**src/rtl/rc4_pkg.sv**
```systemverilog
// rc4_pkg: shared constants and types for the RC4 S-memory subsystem.
//   S_ADDR_W / S_DATA_W : geometry of the 256x8 S memory
//   arb_state_t         : S-memory arbiter state encoding
//   REQ_*               : requester slot of each loop engine on the arbiter
//   idx_w()             : width of an index into an n-entry vector (min 1)
package rc4_pkg;

    localparam int S_ADDR_W = 8;
    localparam int S_DATA_W = 8;

    typedef enum logic {
        ARB_IDLE,
        ARB_LOCKED
    } arb_state_t;

    localparam int REQ_INIT = 0;
    localparam int REQ_SHUF = 1;
    localparam int REQ_DEC  = 2;

    function automatic int idx_w(input int n);
        return (n > 1) ? $clog2(n) : 1;
    endfunction

endpackage

```
**src/rtl/s_mem_arbiter_rr_pick.sv**
```systemverilog
// rr_pick: combinational rotating-priority encoder.
//   req    in  NUM_REQ  request vector
//   rr_ptr in  PTR_W    index granted last; scanning starts at rr_ptr+1
//   gnt    out NUM_REQ  one-hot pick (all zero when req is zero)
module rr_pick
    import rc4_pkg::*;
#(
    parameter int NUM_REQ = 3,
    parameter int PTR_W   = 2
) (
    input  logic [NUM_REQ-1:0] req,
    input  logic [PTR_W-1:0]   rr_ptr,
    output logic [NUM_REQ-1:0] gnt
);

    // Walk from the lowest priority (rr_ptr itself) up to the highest
    // (rr_ptr+1); a later hit overrides an earlier one, so the last
    // writer is the highest-priority requester.
    always_comb begin
        gnt = '0;
        for (int off = NUM_REQ; off >= 1; off--) begin
            int idx;
            idx = (int'(rr_ptr) + off) % NUM_REQ;
            if (req[idx]) begin
                gnt      = '0;
                gnt[idx] = 1'b1;
            end
        end
    end

endmodule

```
**src/rtl/s_mem_arbiter.sv**
```systemverilog
// s_mem_arbiter: shares the single-port S memory between the RC4 loop
// engines (init, shuffle, decrypt). Round-robin arbitration with an
// optional multi-access lock so an S[i]/S[j] swap is atomic.
//
// Ports:
//   clk, reset_n          clock, async active-low reset
//   req/lock/wen          per-requester request, hold-ownership, write flag
//   addr/wdata            flattened per-requester address / write data
//   gnt                   one-hot combinational grant
//   rvalid, rdata         per-requester read-valid pulse, shared read data
//   mem_addr/wdata/wren   drive to s_memory; mem_q is its read data
//   busy                  locked or a read is in flight
//   timeout_err           sticky lock watchdog flag
//
// Optional feature: define SMEM_ARB_WATCHDOG_EN to enable the lock
// watchdog (LOCK_TIMEOUT idle locked cycles force the lock off).
module s_mem_arbiter
    import rc4_pkg::*;
#(
    parameter int NUM_REQ      = 3,
    parameter int ADDR_W       = S_ADDR_W,
    parameter int DATA_W       = S_DATA_W,
    parameter int RD_LATENCY   = 1,
    parameter int LOCK_TIMEOUT = 64
) (
    input  logic                      clk,
    input  logic                      reset_n,
    input  logic [NUM_REQ-1:0]        req,
    input  logic [NUM_REQ-1:0]        lock,
    input  logic [NUM_REQ-1:0]        wen,
    input  logic [NUM_REQ*ADDR_W-1:0] addr,
    input  logic [NUM_REQ*DATA_W-1:0] wdata,
    output logic [NUM_REQ-1:0]        gnt,
    output logic [NUM_REQ-1:0]        rvalid,
    output logic [DATA_W-1:0]         rdata,
    output logic [ADDR_W-1:0]         mem_addr,
    output logic [DATA_W-1:0]         mem_wdata,
    output logic                      mem_wren,
    input  logic [DATA_W-1:0]         mem_q,
    output logic                      busy,
    output logic                      timeout_err
);

    localparam int PW = idx_w(NUM_REQ);

    arb_state_t state_q, state_d;
    logic [PW-1:0] owner_q, owner_d;
    logic [PW-1:0] rr_q, rr_d;
    logic [PW-1:0] gidx;
    logic [NUM_REQ-1:0] pick;
    logic [NUM_REQ-1:0] rd_push;
    logic [RD_LATENCY-1:0][NUM_REQ-1:0] vld_pipe;
    logic wd_force;   // watchdog kills the lock this cycle
    logic lock_blk;   // granted requester's lock must be ignored

    rr_pick #(
        .NUM_REQ (NUM_REQ),
        .PTR_W   (PW)
    ) u_pick (
        .req    (req),
        .rr_ptr (rr_q),
        .gnt    (pick)
    );

    // While locked only the owner may be granted; gnt is never set
    // without a matching req.
    always_comb begin
        gnt = pick;
        if (state_q == ARB_LOCKED) begin
            gnt          = '0;
            gnt[owner_q] = req[owner_q];
        end
    end

    // Memory mux; gnt is one-hot so at most one slice is selected.
    always_comb begin
        gidx      = '0;
        mem_addr  = '0;
        mem_wdata = '0;
        mem_wren  = 1'b0;
        for (int k = 0; k < NUM_REQ; k++) begin
            if (gnt[k]) begin
                gidx      = PW'(k);
                mem_addr  = addr[k*ADDR_W +: ADDR_W];
                mem_wdata = wdata[k*DATA_W +: DATA_W];
                mem_wren  = wen[k];
            end
        end
    end

    // ---------------- FSM ----------------
    always_ff @(posedge clk or negedge reset_n) begin
        if (!reset_n) begin
            state_q <= ARB_IDLE;
            owner_q <= '0;
            rr_q    <= PW'(NUM_REQ - 1);
        end else begin
            state_q <= state_d;
            owner_q <= owner_d;
            rr_q    <= rr_d;
        end
    end

    always_comb begin
        state_d = state_q;
        owner_d = owner_q;
        rr_d    = rr_q;
        case (state_q)
            ARB_IDLE: begin
                if (|gnt) begin
                    rr_d = gidx;
                    if (lock[gidx] && !lock_blk) begin
                        state_d = ARB_LOCKED;
                        owner_d = gidx;
                    end
                end
            end
            ARB_LOCKED: begin
                // The access in the releasing cycle is still granted above.
                if (!lock[owner_q] || wd_force)
                    state_d = ARB_IDLE;
            end
            default: state_d = ARB_IDLE;
        endcase
    end

    // ---------------- read-valid pipeline ----------------
    assign rd_push = gnt & ~wen;

    always_ff @(posedge clk or negedge reset_n) begin
        if (!reset_n) begin
            vld_pipe <= '0;
        end else begin
            vld_pipe[0] <= rd_push;
            for (int i = 1; i < RD_LATENCY; i++)
                vld_pipe[i] <= vld_pipe[i-1];
        end
    end

    assign rvalid = vld_pipe[RD_LATENCY-1];
    assign rdata  = mem_q;
    assign busy   = (state_q == ARB_LOCKED) || (|vld_pipe);

    // ---------------- lock watchdog ----------------
`ifdef SMEM_ARB_WATCHDOG_EN
    localparam int CW = $clog2(LOCK_TIMEOUT + 1);

    logic [CW-1:0] wd_cnt;
    logic          wd_blk;
    logic [PW-1:0] wd_idx;
    logic          to_err;

    // Fires on the LOCK_TIMEOUT-th consecutive locked cycle without an
    // owner access, provided the owner is still holding lock.
    assign wd_force = (state_q == ARB_LOCKED) && lock[owner_q] &&
                      !gnt[owner_q] && (wd_cnt == CW'(LOCK_TIMEOUT - 1));
    assign lock_blk = wd_blk && (gidx == wd_idx);

    always_ff @(posedge clk or negedge reset_n) begin
        if (!reset_n) begin
            wd_cnt <= '0;
            wd_blk <= 1'b0;
            wd_idx <= '0;
            to_err <= 1'b0;
        end else begin
            if (state_q == ARB_IDLE && state_d == ARB_LOCKED)
                wd_cnt <= '0;
            else if (state_q == ARB_LOCKED)
                wd_cnt <= gnt[owner_q] ? '0 : wd_cnt + 1'b1;

            // A timed-out owner must release lock once before it may
            // lock again; otherwise it would re-lock on its next grant.
            if (wd_force) begin
                to_err <= 1'b1;
                wd_blk <= 1'b1;
                wd_idx <= owner_q;
            end else if (wd_blk && !lock[wd_idx]) begin
                wd_blk <= 1'b0;
            end
        end
    end

    assign timeout_err = to_err;
`else
    logic unused_lock_timeout;
    assign unused_lock_timeout = |LOCK_TIMEOUT;
    assign wd_force    = 1'b0;
    assign lock_blk    = 1'b0;
    assign timeout_err = 1'b0;
`endif

endmodule

```
**config.mk**
```make
export PLATFORM = sky130hd
export DESIGN_NAME = s_mem_arbiter
export DESIGN_NICKNAME = d
export VERILOG_FILES = /design/src/rtl/rc4_pkg.sv /design/src/rtl/s_mem_arbiter_rr_pick.sv /design/src/rtl/s_mem_arbiter.sv
export SDC_FILE = /design/constraint.sdc
export NUM_CORES = 1
export LEC_CHECK = 0
export BUFFER_PORTS_ARGS = -buffer_cell sky130_fd_sc_hd__buf_2
export CAP_MARGIN = 10
export CORE_MARGIN = 5
export CORE_UTILIZATION = 42
export CTS_CLUSTER_DIAMETER = 80
export DETAILED_ROUTE_END_ITERATION = 8
export GPL_TIMING_DRIVEN = 0
export PLACE_DENSITY = 0.9
export SETUP_SLACK_MARGIN = 0.02
export SYNTH_ARGS = -nofsm -noshare
export SYNTH_HDL_FRONTEND = slang
export SYNTH_SLANG_ARGS = --single-unit
```
**constraint.sdc**
```tcl
create_clock -name clk -period 3.9 [get_ports clk]
set_input_delay 0.585 -clock clk [delete_from_list [all_inputs] [get_ports clk]]
set_output_delay 0.585 -clock clk [all_outputs]
set_load 0.05 [all_outputs]
```
== After elaboration in Yosys (flattened, before gate mapping) ==
Cells that the tools add are included.
Widths: inputs -> output; s select.
Storage, ports and cells
  register bits: 8
  input port bits: 67
  logic and storage cells: 74
Cells by class
  reductions and logical operators: 9
  bitwise gates (word level): 4
  add/subtract/negate cells: 3
  magnitude comparators: 9
  divide/modulo/power cells: 3
  mux-type cells: 42
Operators with widths (number)
  $ge 32x1->1 const B: 3
  $lt 32x4->1 const B: 3
  $mod 32x3->32 const B: 3
  $mux 8: 6
  $mux 1: 20
  $bmux 1 s2: 6
  $mux 3: 4
  $demux 1 s2: 4
  $add 2x2->3 const B: 2
  $and 3x3->3: 2
  $lt 2x3->1 const B: 2
  $reduce_or 3->1: 2
  $logic_and 1x1->1: 4
  $add 2x1->3 const B: 1
  $not 3->3: 1
  $reduce_and 3->1: 1
  $ge 2x1->1 const B: 1
  $mux 2: 1
  $pmux 1 s2: 1
  $reduce_and 2->1: 1
  $logic_or 1x1->1: 1
  $not 1->1: 1

== Longest topological paths before layout ==
  word-level depth: 17
  gate-level depth with buffers: 10
  depth with buffers taken out: 8

== Modules after synthesis ==
Synthesis repeated with hierarchy kept, for this count alone.
Second synthesis, totals
  cells, all modules: 152
  area, all modules: 1247.4 um^2
Modules (own cells, without submodules)
  s_mem_arbiter: seq. area each 201.4 um^2, area each 982.2 um^2, cells an instance 118, instances 1
  rr_pick: seq. area each 0.0 um^2, area each 265.3 um^2, cells an instance 34, instances 1

== Worst setup path before layout ==
OpenSTA, ideal clock, no wires.
  kind: register to output
  start point: register rr_q[1]
  end point: output port mem_wren
  buffers on the path: 2
  stages on the path, launching flop included: 10
  required time: 3315 ps
  arrival time: 2837 ps
  setup slack: 478 ps
  cells stage by stage: dfstp_2 -> ha_1 -> buf_6 -> mux2i_1 -> o221ai_2 -> o2bb2ai_2 -> inv_2 -> buf_2 -> o2bb2a_1 -> a31oi_1
RTL lines
  start: declaration: line s_mem_arbiter.sv:48  | logic [PW-1:0] rr_q, rr_d;
  start signal: assignment: line s_mem_arbiter.sv:96  | rr_q <= PW'(NUM_REQ - 1);
  start signal: assignment: line s_mem_arbiter.sv:100  | rr_q <= rr_d;
  $add 2x2->3: line s_mem_arbiter_rr_pick.sv:23  | idx = (int'(rr_ptr) + off) % NUM_REQ;
  $mod 32x3->32: line s_mem_arbiter_rr_pick.sv:23
  $ge 32x1->1 (not written as such) or $lt 32x4->1 (tied branches): line s_mem_arbiter_rr_pick.sv:26  | gnt[idx] = 1'b1;
  $logic_and 1x1->1 (not written as such): line s_mem_arbiter_rr_pick.sv:26
  $mux 1 (not written as such): line s_mem_arbiter_rr_pick.sv:26
  $demux 1 s2
  $mux 3 (2 in series): line s_mem_arbiter_rr_pick.sv:24  | if (req[idx]) begin
  $mux 3 *: line s_mem_arbiter_rr_pick.sv:24
  $mux 3 *: line s_mem_arbiter.sv:69  | if (state_q == ARB_LOCKED) begin
  named net gnt[1]: line s_mem_arbiter.sv:33  | output logic [NUM_REQ-1:0] gnt,
  $mux 1 * (2 in series): line s_mem_arbiter.sv:82  | if (gnt[k]) begin
  end: declaration: line s_mem_arbiter.sv:38  | output logic mem_wren,
The timed path passes the listed nets; every way through them passes the cells marked *. The select of a mux whose other input is x is not followed.

== Worst setup path after layout ==
  start point: register rr_q[0]
  end point: output port mem_wdata[5]
On the way
  word-level cells in the longest chain between the ends: 13
RTL lines
  $add 2x2->3: line s_mem_arbiter_rr_pick.sv:23
  $mod 32x3->32: line s_mem_arbiter_rr_pick.sv:23
  $ge 32x1->1 (not written as such) or $lt 32x4->1 (tied branches): line s_mem_arbiter_rr_pick.sv:26
  $logic_and 1x1->1 (not written as such): line s_mem_arbiter_rr_pick.sv:26
  $mux 1 (not written as such): line s_mem_arbiter_rr_pick.sv:26
  $demux 1 s2
  $mux 3 (2 in series): line s_mem_arbiter_rr_pick.sv:24
  $mux 3 *: line s_mem_arbiter_rr_pick.sv:24
  $mux 3 *: line s_mem_arbiter.sv:69
  $mux 8 (2 in series): line s_mem_arbiter.sv:82
  $mux 8 *: line s_mem_arbiter.sv:82
  end: declaration: line s_mem_arbiter.sv:37  | output logic [DATA_W-1:0] mem_wdata,
Mark *: on every way between the ends. The rest lies on a longest branch, timed or not. The select of a mux whose other input is x is not followed.

==> results.json <==
{
  "synth_top_area_share_pct": 14.63,
  "antenna_found_initial": 0,
  "first_pass_iters": 4,
  "cp-start-kind": "flip-flop",
  "syn_area_mm2": 0.001197,
  "drc": 0,
  "diodes": 0,
  "drive_gt1_share_pct": 53.88,
  "setup.worst_path.start": "rr_q[0]$_DFFE_PN0P_",
  "synthCells": 139,
  "drt-initial-drc-count": 58,
  "syn_to_final_growth_pct": 42.63,
  "die-height_um": 63.40,
  "async_reset_ff_share_pct": 100.0,
  "htreeDepth": 1,
  "hold_buffers": 0,
  "regToRegSetupSlack_ns": 1.40,
  "worstReg2RegEnd": "owner_q[0]$_DFFE_PN0P_",
  "critPathBufInv": 3,
  "pin_count": 100,
  "synth_seq_cells": 8,
  "hpwlAfterDp_um": 3424,
  "numCtsBuffers": 3,
  "fmax_mhz": 280.9,
  "cts_root_buffer": "clkbuf_4",
  "drt_wl_total_um": 4045,
  "timing.setup.tns_ns": 0,
  "die_w_um": 63.40,
  "dieArea_mm2": 0.004019,
  "cts-resized-gates": 0,
  "grt_max_degree": 11,
  "grt_usage_pct": 19.14,
  "clkSinkCount": 8,
  "grt_pass1_vias": 1494,
  "num_vias": 1491,
  "hold_path.class": "in -> async",
  "grt_pass1_wl_um": 6320,
  "cpPeakStageDelay_ns": 0.45,
  "maxCapViolCount": 0,
  "io_buffers": 89,
  "cp_max_fo": 10,
  "setup-violations-final": 0,
  "clockBufferDepth": 2,
  "synth_commonest_cells": "a221o_1, and3_1, buf_4, inv_1, dfrtp_1",
  "slew_viol_final": 0,
  "path_cells": "inv_1, ha_1, nand2b_1, o221a_2, o32ai_4, nand2_4, nor2_4, buf_6, a221o_1, buf_2",
  "nNetsFinal": 304,
  "path_clk_slew_ns": 0.06,
  "detail_route.wl_per_cell_um": 15.38,
  "multiInputGateArea_um2": 814.5,
  "reg2reg_depth": 9,
  "cp_slowest_cell": "o32ai_4",
  "yosys_warnings": 0,
  "postCtsSetupBuffers": 0,
  "placementRows": 19,
  "synth_top_cell_by_area": "dfrtp_1",
  "status": "finished, final reports clean",
  "synth_edf_count": 0,
  "synthTopCellsByArea": "dfrtp_1, a221o_1, and3_1, buf_4, ha_1",
  "cp_top_family": "compound AO/OA/AOI/OAI gates",
  "avgSynthCellArea_um2": 8.614,
  "route.antenna.remaining_nets": 0,
  "seq_area_um2": 201.4,
  "final.min_clock_period_ns": 3.560,
  "worst_r2r_startpoint": "rr_q[0]$_DFFE_PN0P_",
  "gp_congestion": 0.8199,
  "ys.flop_type": "dfrtp_1",
  "avgViaCountPerCell": 5.669,
  "whs_ns": 0.1519,
  "rsz0062_at_grt": "no",
  "fin_crit_sh_pct": 91.28,
  "overflow": 0,
  "critPathKind": "reg -> out",
  "fill_cells": 241,
  "end_kind": "output pin",
  "synth_nets": 210,
  "cp_data_arrival_time_ns": 2.97,
  "initial_core_util_pct": 43.80,
  "cts_tree": "yes",
  "ys_types": 51,
  "hold_violations": 0,
  "core_mm2": 0.002734,
  "clkLatencyLatePin_ns": 0.26,
  "synth_seq_area_share_pct": 16.82,
  "clock_skew_ns": 0.005308,
  "cp.required_ns": 3.31,
  "crit_path_end": "mem_wdata[5]",
  "crit_cells": 10
}
## worst register-to-register path, stage by stage (launching register included)
cell and delay, ns:
dfrtp_1 0.37, inv_1 0.09, ha_1 0.35, nand2b_1 0.20
o221a_2 0.31, o32ai_4 0.45, nand2_4 0.12, buf_6 0.17
mux2_4 0.30, o21ai_2 0.06
## metal layers
layer	part of all wire, %	track usage (%)	vias up
met5	0	0	-
met1	35	18.29	685
met4	3.9	11.17	0
met3	9.7	6.927	17
met2	51	34.52	78
li1	-	-	711
## worst min path at each step
stage | slack (ns) | startpoint | endpoint | depth (start not counted)
after floorplan | 0.29 | reset_n | owner_q[0]$_DFFE_PN0P_ | 0
after global routing | 0.17 | reset_n | owner_q[1]$_DFFE_PN0P_ | 1
after CTS | 0.15 | reset_n | owner_q[1]$_DFFE_PN0P_ | 1
after global placement | 0.43 | reset_n | owner_q[1]$_DFFE_PN0P_ | 1
final | 0.15 | reset_n | owner_q[1]$_DFFE_PN0P_ | 1
after detailed placement | 0.43 | reset_n | owner_q[1]$_DFFE_PN0P_ | 1
## layout by cell type, fill, tap and decap left out, types with 5 or more instances in the layout
| cell type | Yosys | final |
|---|---|---|
| a21oi_1 | 5 | 5 |
| a221o_1 | 16 | 16 |
| and3_1 | 16 | 16 |
| buf_2 | 3 | 92 |
| buf_4 | 10 | 10 |
| dfrtp_1 | 7 | 7 |
| inv_1 | 9 | 9 |
| nand2b_1 | 5 | 5 |
| nor2_1 | 6 | 6 |
| o21ai_0 | 6 | 6 |
## layout make-up
| type | instances | area share, % |
|---|---|---|
| tap | 31 | 2.271 |
| timing repair buffer | 89 | 26.08 |
| inverter | 10 | 2.198 |
| sequential | 8 | 11.79 |
| clock buffer | 4 | 1.538 |
| buffer | 19 | 8.425 |
| multi-input combinational | 102 | 47.69 |
## state kept, by name, indices dropped and copies added (netlist names)
register / count
owner_q: 2
rvalid: 3
state_q: 1
rr_q: 2
## cell families after synthesis
group | after synthesis | share of synthesized area (%)
AOI/OAI and AO/OA | 45 | 33.75
DFF | 8 | 16.82
other | 1 | 0.3132
buffers and inverters | 29 | 15.15
adders and majority gates | 4 | 4.180
muxes | 5 | 4.911
and+or+nand+nor | 47 | 24.87
## per-stage QoR
stage                     util (%)  std cells  area, µm²  setup WS (ns)
after floorplan                  -        139       1197         0.4776
after global placement       61.51        259       1682         0.7052
after detailed placement     61.51        259       1682         0.6278
after CTS                    62.47        263       1708         0.3342
after global routing         62.47        263       1708         0.2092
final                        62.47        263       1708         0.3402
Power is not shown: default switching activity piles up to over one toggle a cycle in this logic, so the estimate is an artifact.
